**src/rtl/rv32_enc_pkg.sv**
```systemverilog
// Package: rv32_enc_pkg
// Shared constants for the RV32I encoder/loader:
//   - field-bundle format codes (FMT_R .. FMT_J, FMT_BAD)
//   - RV32I major opcode constants
//   - loader FSM state type
//   - imm_fits(): checks that an immediate sign-extends from a given bit
package rv32_enc_pkg;

  localparam logic [2:0] FMT_R      = 3'd0;
  localparam logic [2:0] FMT_I      = 3'd1;
  localparam logic [2:0] FMT_ISHIFT = 3'd2;
  localparam logic [2:0] FMT_S      = 3'd3;
  localparam logic [2:0] FMT_B      = 3'd4;
  localparam logic [2:0] FMT_U      = 3'd5;
  localparam logic [2:0] FMT_J      = 3'd6;
  localparam logic [2:0] FMT_BAD    = 3'd7;

  localparam logic [6:0] OP_LUI    = 7'b0110111;
  localparam logic [6:0] OP_AUIPC  = 7'b0010111;
  localparam logic [6:0] OP_JAL    = 7'b1101111;
  localparam logic [6:0] OP_JALR   = 7'b1100111;
  localparam logic [6:0] OP_BRANCH = 7'b1100011;
  localparam logic [6:0] OP_LOAD   = 7'b0000011;
  localparam logic [6:0] OP_STORE  = 7'b0100011;
  localparam logic [6:0] OP_IMM    = 7'b0010011;
  localparam logic [6:0] OP_REG    = 7'b0110011;

  typedef enum logic [1:0] {
    ST_IDLE = 2'd0,
    ST_LOAD = 2'd1,
    ST_DONE = 2'd2,
    ST_ERR  = 2'd3
  } state_t;

  // True when imm[31:msb] are all equal, i.e. the value is representable
  // as a signed field whose top bit is imm[msb].
  function automatic logic imm_fits(input logic [31:0] imm, input int unsigned msb);
    logic [31:0] mask;
    mask = '1 << msb;
    return ((imm & mask) == mask) || ((imm & mask) == '0);
  endfunction

endpackage

```
**src/rtl/instr_pack.sv**
```systemverilog
// Module: instr_pack
// Combinational RV32I field packer.
// Ports:
//   fmt       in  3   format code (FMT_R .. FMT_J, FMT_BAD)
//   opcode    in  7   placed verbatim in word[6:0]
//   rd/rs1/rs2 in 5   register fields
//   f3        in  3   funct3
//   f7b       in  1   funct7 bit 5 (word bit 30), R and ISHIFT only
//   imm       in  32  full signed byte-offset immediate
//   word      out 32  encoded instruction (0 for FMT_BAD)
//   range_err out 1   immediate not encodable in the format, or FMT_BAD
module instr_pack
  import rv32_enc_pkg::*;
(
  input  logic [2:0]  fmt,
  input  logic [6:0]  opcode,
  input  logic [4:0]  rd,
  input  logic [4:0]  rs1,
  input  logic [4:0]  rs2,
  input  logic [2:0]  f3,
  input  logic        f7b,
  input  logic [31:0] imm,
  output logic [31:0] word,
  output logic        range_err
);

  always_comb begin
    word      = '0;
    range_err = 1'b0;
    case (fmt)
      FMT_R: begin
        word = {1'b0, f7b, 5'b00000, rs2, rs1, f3, rd, opcode};
      end
      FMT_I: begin
        word      = {imm[11:0], rs1, f3, rd, opcode};
        range_err = !imm_fits(imm, 11);
      end
      FMT_ISHIFT: begin
        word      = {1'b0, f7b, 5'b00000, imm[4:0], rs1, f3, rd, opcode};
        range_err = |imm[31:5];
      end
      FMT_S: begin
        word      = {imm[11:5], rs2, rs1, f3, imm[4:0], opcode};
        range_err = !imm_fits(imm, 11);
      end
      FMT_B: begin
        word      = {imm[12], imm[10:5], rs2, rs1, f3, imm[4:1], imm[11], opcode};
        range_err = imm[0] | !imm_fits(imm, 12);
      end
      FMT_U: begin
        word      = {imm[31:12], rd, opcode};
        range_err = |imm[11:0];
      end
      FMT_J: begin
        word      = {imm[20], imm[10:1], imm[11], imm[19:12], rd, opcode};
        range_err = imm[0] | !imm_fits(imm, 20);
      end
      default: begin
        word      = '0;
        range_err = 1'b1;
      end
    endcase
  end

endmodule

```
**src/rtl/instr_encode_loader.sv**
```systemverilog
// Module: instr_encode_loader
// Accepts RV32I field bundles, packs them (instr_pack) and streams the words
// with sequential word addresses to an instruction-memory write port.
// Ports:
//   clk, rst             clock, synchronous active-high reset
//   start                begin a load (honoured in IDLE/DONE/ERR with out_valid=0)
//   in_valid/in_ready    bundle handshake
//   in_fmt..in_imm       instruction fields
//   in_last              final instruction of the program
//   out_valid/out_ready  memory write handshake
//   out_addr, out_data   word address and encoded instruction
//   busy                 loading in progress
//   done, full, err      sticky status flags
//   err_addr             counter value of the rejected bundle
module instr_encode_loader
  import rv32_enc_pkg::*;
#(
  parameter int unsigned ADDR_W = 6
) (
  input  logic              clk,
  input  logic              rst,
  input  logic              start,
  input  logic              in_valid,
  output logic              in_ready,
  input  logic [2:0]        in_fmt,
  input  logic [6:0]        in_opcode,
  input  logic [4:0]        in_rd,
  input  logic [4:0]        in_rs1,
  input  logic [4:0]        in_rs2,
  input  logic [2:0]        in_f3,
  input  logic              in_f7b,
  input  logic [31:0]       in_imm,
  input  logic              in_last,
  output logic              out_valid,
  input  logic              out_ready,
  output logic [ADDR_W-1:0] out_addr,
  output logic [31:0]       out_data,
  output logic              busy,
  output logic              done,
  output logic              full,
  output logic              err,
  output logic [ADDR_W-1:0] err_addr
);

  localparam logic [ADDR_W-1:0] CNT_MAX = '1;

  state_t            state, state_nx;
  logic [ADDR_W-1:0] counter;
  logic [31:0]       packed_word;
  logic              range_err;
  logic              accept;
  logic              start_ok;
  logic              at_max;

  instr_pack u_pack (
    .fmt       (in_fmt),
    .opcode    (in_opcode),
    .rd        (in_rd),
    .rs1       (in_rs1),
    .rs2       (in_rs2),
    .f3        (in_f3),
    .f7b       (in_f7b),
    .imm       (in_imm),
    .word      (packed_word),
    .range_err (range_err)
  );

  assign in_ready = (state == ST_LOAD) && (!out_valid || out_ready);
  assign accept   = in_valid && in_ready;
  // A pending write must drain before a new load may restart the counter.
  assign start_ok = start && !out_valid && (state != ST_LOAD);
  assign at_max   = (counter == CNT_MAX);
  assign busy     = (state == ST_LOAD);

  always_comb begin
    state_nx = state;
    case (state)
      ST_IDLE: if (start_ok) state_nx = ST_LOAD;
      ST_LOAD: begin
        if (accept) begin
          if (range_err)               state_nx = ST_ERR;
          else if (in_last || at_max)  state_nx = ST_DONE;
        end
      end
      ST_DONE: if (start_ok) state_nx = ST_LOAD;
      ST_ERR:  if (start_ok) state_nx = ST_LOAD;
      default: state_nx = ST_IDLE;
    endcase
  end

  always_ff @(posedge clk) begin
    if (rst) begin
      state     <= ST_IDLE;
      counter   <= '0;
      out_valid <= 1'b0;
      out_addr  <= '0;
      out_data  <= '0;
      done      <= 1'b0;
      full      <= 1'b0;
      err       <= 1'b0;
      err_addr  <= '0;
    end else begin
      state <= state_nx;

      if (start_ok) begin
        counter  <= '0;
        done     <= 1'b0;
        full     <= 1'b0;
        err      <= 1'b0;
        err_addr <= '0;
      end

      if (accept && !range_err) begin
        out_data  <= packed_word;
        out_addr  <= counter;
        out_valid <= 1'b1;
        // Counter saturates at the last slot; the FSM leaves LOAD there anyway.
        if (!at_max) counter <= counter + 1'b1;
        if (in_last || at_max) done <= 1'b1;
        if (at_max && !in_last) full <= 1'b1;
      end else if (out_ready) begin
        out_valid <= 1'b0;
      end

      if (accept && range_err) begin
        err      <= 1'b1;
        err_addr <= counter;
      end
    end
  end

endmodule
```
**config.mk**
```make
export PLATFORM = sky130hd
export DESIGN_NAME = instr_encode_loader
export DESIGN_NICKNAME = d
export VERILOG_FILES = /design/src/rtl/rv32_enc_pkg.sv /design/src/rtl/instr_pack.sv /design/src/rtl/instr_encode_loader.sv
export SDC_FILE = /design/constraint.sdc
export NUM_CORES = 1
export LEC_CHECK = 0
export ABC_AREA = 1
export BUFFER_PORTS_ARGS = -buffer_cell sky130_fd_sc_hd__clkbuf_2
export CAP_MARGIN = 20
export CORE_ASPECT_RATIO = 0.7
export CORE_MARGIN = 5
export CORE_UTILIZATION = 51
export CTS_BUF_LIST = sky130_fd_sc_hd__clkbuf_2
export DETAILED_ROUTE_END_ITERATION = 6
export PLACE_DENSITY = 0.82
export SLEW_MARGIN = 20
export SYNTH_ARGS = -nofsm -noshare
export SYNTH_HDL_FRONTEND = slang
export SYNTH_HIERARCHICAL = 1
export SYNTH_SLANG_ARGS = --single-unit
```
**constraint.sdc**
```tcl
create_clock -name clk -period 2.2 [get_ports clk]
set_input_delay 0.11 -clock clk [delete_from_list [all_inputs] [get_ports clk]]
set_output_delay 0.11 -clock clk [all_outputs]
set_load 0.02 [all_outputs]
```
### After elaboration in Yosys (flattened, before gate mapping)

Cells that the tools add are included.

* register bits: 56
* output and inout bits: 50

* add/sub/neg operators: 1
* eq/ne operators: 17
* muxes and demuxes: 22
* bitwise operators: 2
* reduce and logical (&&, ||, !) cells: 30

Operators by type and width (number)
* 32-bit case mux with 7 select lines: 1
* 32-bit logical NOT: 3
* 6-bit 2-to-1 mux: 5
* 27-bit OR reduction: 1
* 21-bit == test, second input constant: 1
* 20-bit == test, second input constant: 1
* 12-bit == test, second input constant: 1
* 12-bit OR reduction: 1
* 1-bit 2-to-1 mux: 10
* 3-bit == test, second input constant: 3
* 2-bit 2-to-1 mux: 4
* 1-bit logical AND: 7
* 6-bit by 1-bit adder with 6-bit output, second input constant: 1
* 3-bit by 2-bit == test with 1-bit output, second input constant: 2
* 6-bit == test, second input constant: 1
* 1-bit logical NOT: 6
* 2-bit by 1-bit inequality test with 1-bit output, second input constant: 3
* 1-bit case mux with 6 select lines: 1
* 1-bit logical OR: 5
* 2-bit == test, second input constant: 2
* 2-bit case mux with 2 select lines: 1
* 2-bit nonzero test: 2
* 3-bit by 1-bit == test with 1-bit output, second input constant: 1
* 3-bit logical NOT: 1
* other kinds (7): 8

### Depth between registers and ports, before layout

* word-level depth: 8
* gate-level depth with buffers: 15
* depth with buffers taken out: 15

### Cells and area by module

Netlist, hierarchy kept.

By module, submodules not included
* instr_encode_loader: instances 1, cells an instance 297, area each 2219.6 sq um, sequential area each 1121.1 sq um
* instr_pack: instances 1, cells an instance 224, area each 968.4 sq um, sequential area each 0.0 sq um

### Worst setup path before layout

Ideal clock, no wire load.

* kind: input to register
* from: input port in_fmt[1]
* to: register counter[5]
* arrival time: 1561 ps
* required time: 2086 ps
* path slack: 524 ps
* stages: 12
* path buffers: 1
* cells stage by stage: inv_1 nand3_1 inv_1 a21oi_1 nand2_1 nor2_1 nand2_1 inv_1 nand3_2 buf_2 o21ai_1 nand2_1

* word-level cells in the longest chain between the ends: 6
* elaborated cells between the ends (all ways): 12
* classes of those cells: eq/ne (6); mux (2); reduce/logical (4)

RTL lines
* start: declaration: RTL line instr_encode_loader.sv:25 `input logic [2:0] in_fmt,`
* 3-bit by 1-bit == test with 1-bit output / 3-bit by 2-bit == test with 1-bit output (equally long branches): RTL line instr_pack.sv:30 `case (fmt)`
* 2-bit OR reduction (no line)
* 1-bit case mux with 6 select lines (*): RTL line instr_pack.sv:30
* via range_err: RTL line instr_encode_loader.sv:50 `logic range_err;`
* 1-bit logical NOT (*): RTL line instr_encode_loader.sv:113 `if (accept && !range_err) begin`
* 1-bit logical AND (*): RTL line instr_encode_loader.sv:113
* 6-bit 2-to-1 mux (*): RTL line instr_encode_loader.sv:113
* end signal: assignment: RTL line instr_encode_loader.sv:118 `if (!at_max) counter <= counter + 1'b1;`
* end: declaration: RTL line instr_encode_loader.sv:48 `logic [ADDR_W-1:0] counter;`

Mark *: on every way through the listed nets, which the timed path passes. The rest lies on a longest branch.
A chain may end at the register's enable or synchronous reset.

### Final worst setup path

* from: register counter[0]
* to: register state[0]

* word-level cells in the longest chain between the ends: 4

RTL lines
* 6-bit == test: RTL line instr_encode_loader.sv:72 `assign at_max = (counter == CNT_MAX);`
* 1-bit logical OR: RTL line instr_encode_loader.sv:82 `else if (in_last || at_max) state_nx = ST_DONE;`
* 3-bit by 1-bit inequality test with 1-bit output (no line)
* 3-bit AND reduction (no line)
* end signal: assignment: RTL line instr_encode_loader.sv:103 `state <= state_nx;`
* end: declaration: RTL line instr_encode_loader.sv:47 `state_t state, state_nx;`

Every way passes these cells.

==> impl_metrics.py <==
metrics = {
    "worst_setup_path": {
        "worst-setup-path-type": "flip-flop to flip-flop",
        "crit_fanout": 4,
        "ff2ff_setup_slack_ns": 0.18,
        "end_kind": "flip-flop",
        "critPathLaunchType": "flip-flop",
        "arrival_ns": 2.41,
        "critical_path_required_ns": 2.59,
    },
    "timing": {
        "worstMarginPinSlew_ns": 0.361,
        "tns_ns": 0,
        "finalSetupViolCount": 0,
        "relSlewSlack_pct": 75.8,
        "max_freq_ghz": 0.495,
        "fin_crit_sh_pct": 91.8,
        "skew_ns": 0.0464,
        "slew_violations": 0,
        "fin_crit_ns": 2.02,
        "rsz0062_at_grt": "no",
        "final_hold_viol_count": 0,
    },
    "detailed_routing": {
        "firstDrtPassIters": 4,
        "drc": 0,
        "wire_per_inst_um": 13.9,
        "routed_wl_um": 10100,
        "drtAntennaViolNets": 0,
        "via_per_inst": 5.19,
        "dr_total_vias": 3773,
        "drt_iter0_markers": 254,
    },
    "synthesis": {
        "netlist_instances": 521,
        "synth_area_leader_cell": "dfxtp_1",
        "ys_seq_elements": 56,
        "synth_cell_types": 32,
        "netlist_area_mm2": 0.00319,
        "ys_seq_area_share_pct": 35.2,
        "synth-main-ff-cell": "dfxtp_1",
        "synth_nets": 589,
        "synth_area_leaders": "dfxtp_1 (35%), nor2_1 (17%), nand2_1 (14%)",
        "synth_area_per_cell_um2": 6.12,
        "synth-edff-count": 0,
        "synth.top_cell.area_share_pct": 35.2,
        "synthArstFlopShare_pct": 0,
        "ys_warn_count": 6,
    },
    "global_route": {
        "grt_max_degree": 33,
        "grt_util_all_layers_pct": 24.6,
        "grt_remaining_overflow": 0,
        "grt_pass1_vias": 3414,
        "antenna_found_initial": 0,
        "grt_pass1_wl_um": 16500,
    },
    "pwr": {
        "power_w": 0.00199,
        "vdd_drop_max_v": 0.000334,
        "powerDensity_mw_per_mm2": 496,
        "cellLeakagePower_nw": 2.13,
    },
    "cts": {
        "cts.path.max_buffers": 2,
        "cts_max_level": 2,
        "clockRootBuffer": "clkbuf_2",
        "cts_tree": "built",
        "postCtsSetupRepairBufs": 0,
        "clock_latency_ns": 0.44,
        "cts_num_sinks": 56,
        "cts_buffers": 5,
        "clk_pin_slew_ns": 0.30,
    },
    "layout": {
        "final_common_cell": "nor2_1",
        "fillCellCount": 585,
        "nets": 716,
        "drive_gt1_share_pct": 22.5,
        "diodes": 0,
        "multiInputGateArea_mm2": 0.00175,
        "regArea_mm2": 0.00112,
        "fin_util_pct": 65.0,
        "layout_common_cells": "nor2_1 (143), clkbuf_2 (122), nand2_1 (119)",
        "area.growth.synth_to_final_pct": 25.5,
    },
    "placement": {
        "place_hpwl_um": 8040,
        "gp_congestion": 1.06,
        "port_buffers": 116,
    },
    "die": {
        "start_util_pct": 51.8,
        "design.die.area_mm2": 0.00796,
        "num_rows": 24,
        "die_height_um": 76.2,
        "coreArea_mm2": 0.00616,
        "io_pins": 117,
        "die_width_um": 105,
    },
    "outcome": {
        "status": "complete, no violations",
    },
    "min_path": {
        "hold_class": "primary input to flip-flop",
    },
    "run": {
        "maxCapViolCount": 0,
    },
}
## layer usage
metal,part of all wire [%],global-route usage [%],wire [um],vias to the layer above
met3,9.2,6.52,928,18
met1,47,36.5,4810,1684
met4,1.8,5.05,184,0
met2,42,35.7,4210,184
li1,-,-,-,1887
met5,0,0,0,-
## cell usage after synthesis (all sizes together), types with 2 or more instances
library cell and number:
nor2 148, nand2 122, o21ai 66, inv 57, dfxtp 56, nand3 24, buf 12, a21oi 8
clkbuf 4, nor3 4, o211ai 4, o22ai 3, nand3b 2, nand4 2, o2111ai 2, o221ai 2
## per-stage QoR
step | hold WS (ns) | area [um2] | setup slack, ns | instances
after floorplan | 0.179 | 3190 | 0.524 | 521
after global placement | 0.380 | 3840 | 0.111 | 707
after detailed placement | 0.391 | 3840 | 0.0418 | 707
after CTS | 0.00288 | 3980 | 0.251 | 725
after global routing | 0.000657 | 4000 | 0.0842 | 727
final | 0.0331 | 4000 | 0.180 | 727
## power breakdown
part,total [W],internal [W],switching (W)
Sequential,0.00109,0.00106,0.0000260
Combinational,0.000493,0.000176,0.000317
Clock,0.000408,0.0000850,0.000323
## cells by family (layout without fill, tap and decap cells)
group,after synthesis,in the layout,share of synthesized area [%]
and+or+nand+nor,304,304,39.4
AOI/OAI and AO/OA,85,85,14.6
buffers and inverters,73,201,9.93
DFF,56,56,35.2
xor gates and xnor gates,2,2,0.550
adders and majority gates,1,1,0.392
## worst max-delay path, stage by stage, from the launching register on
cell,delay [ns]
dfxtp_1,0.48
ha_1,0.27
nand2_1,0.07
nor2_1,0.19
nand2_1,0.14
nand2_1,0.09
nand2_1,0.05
nand2_1,0.05
a21oi_1,0.06
dlygate4sd3_1,0.56
## state kept, by name, summed over array words and instances (netlist names)
name	flops
done	1
counter	6
state	2
out_addr	6
err	1
out_valid	1
out_data	32
full	1
err_addr	6
## repair_timing
action,in CTS,in global routing
gates resized for setup,0,0
hold buffers,10,2
hold endpoints to repair,13,2
## layout make-up
class	count	share of cell area, %
multi-input cells	392	43.7
flip-flops and latches	56	28.0
inverters	57	5.35
well taps	78	2.44
clock inverters	2	0.406
repair buffers	136	19.3
clock buffers	6	0.750
## final timing paths
check               from          end  depth (start not counted)
max           counter[0]     state[0]                          9
min            out_ready    out_valid                          4
max reg2reg   counter[0]     state[0]                          9
min reg2reg  err_addr[5]  err_addr[5]                          2
(Power assumes the default switching activity.)
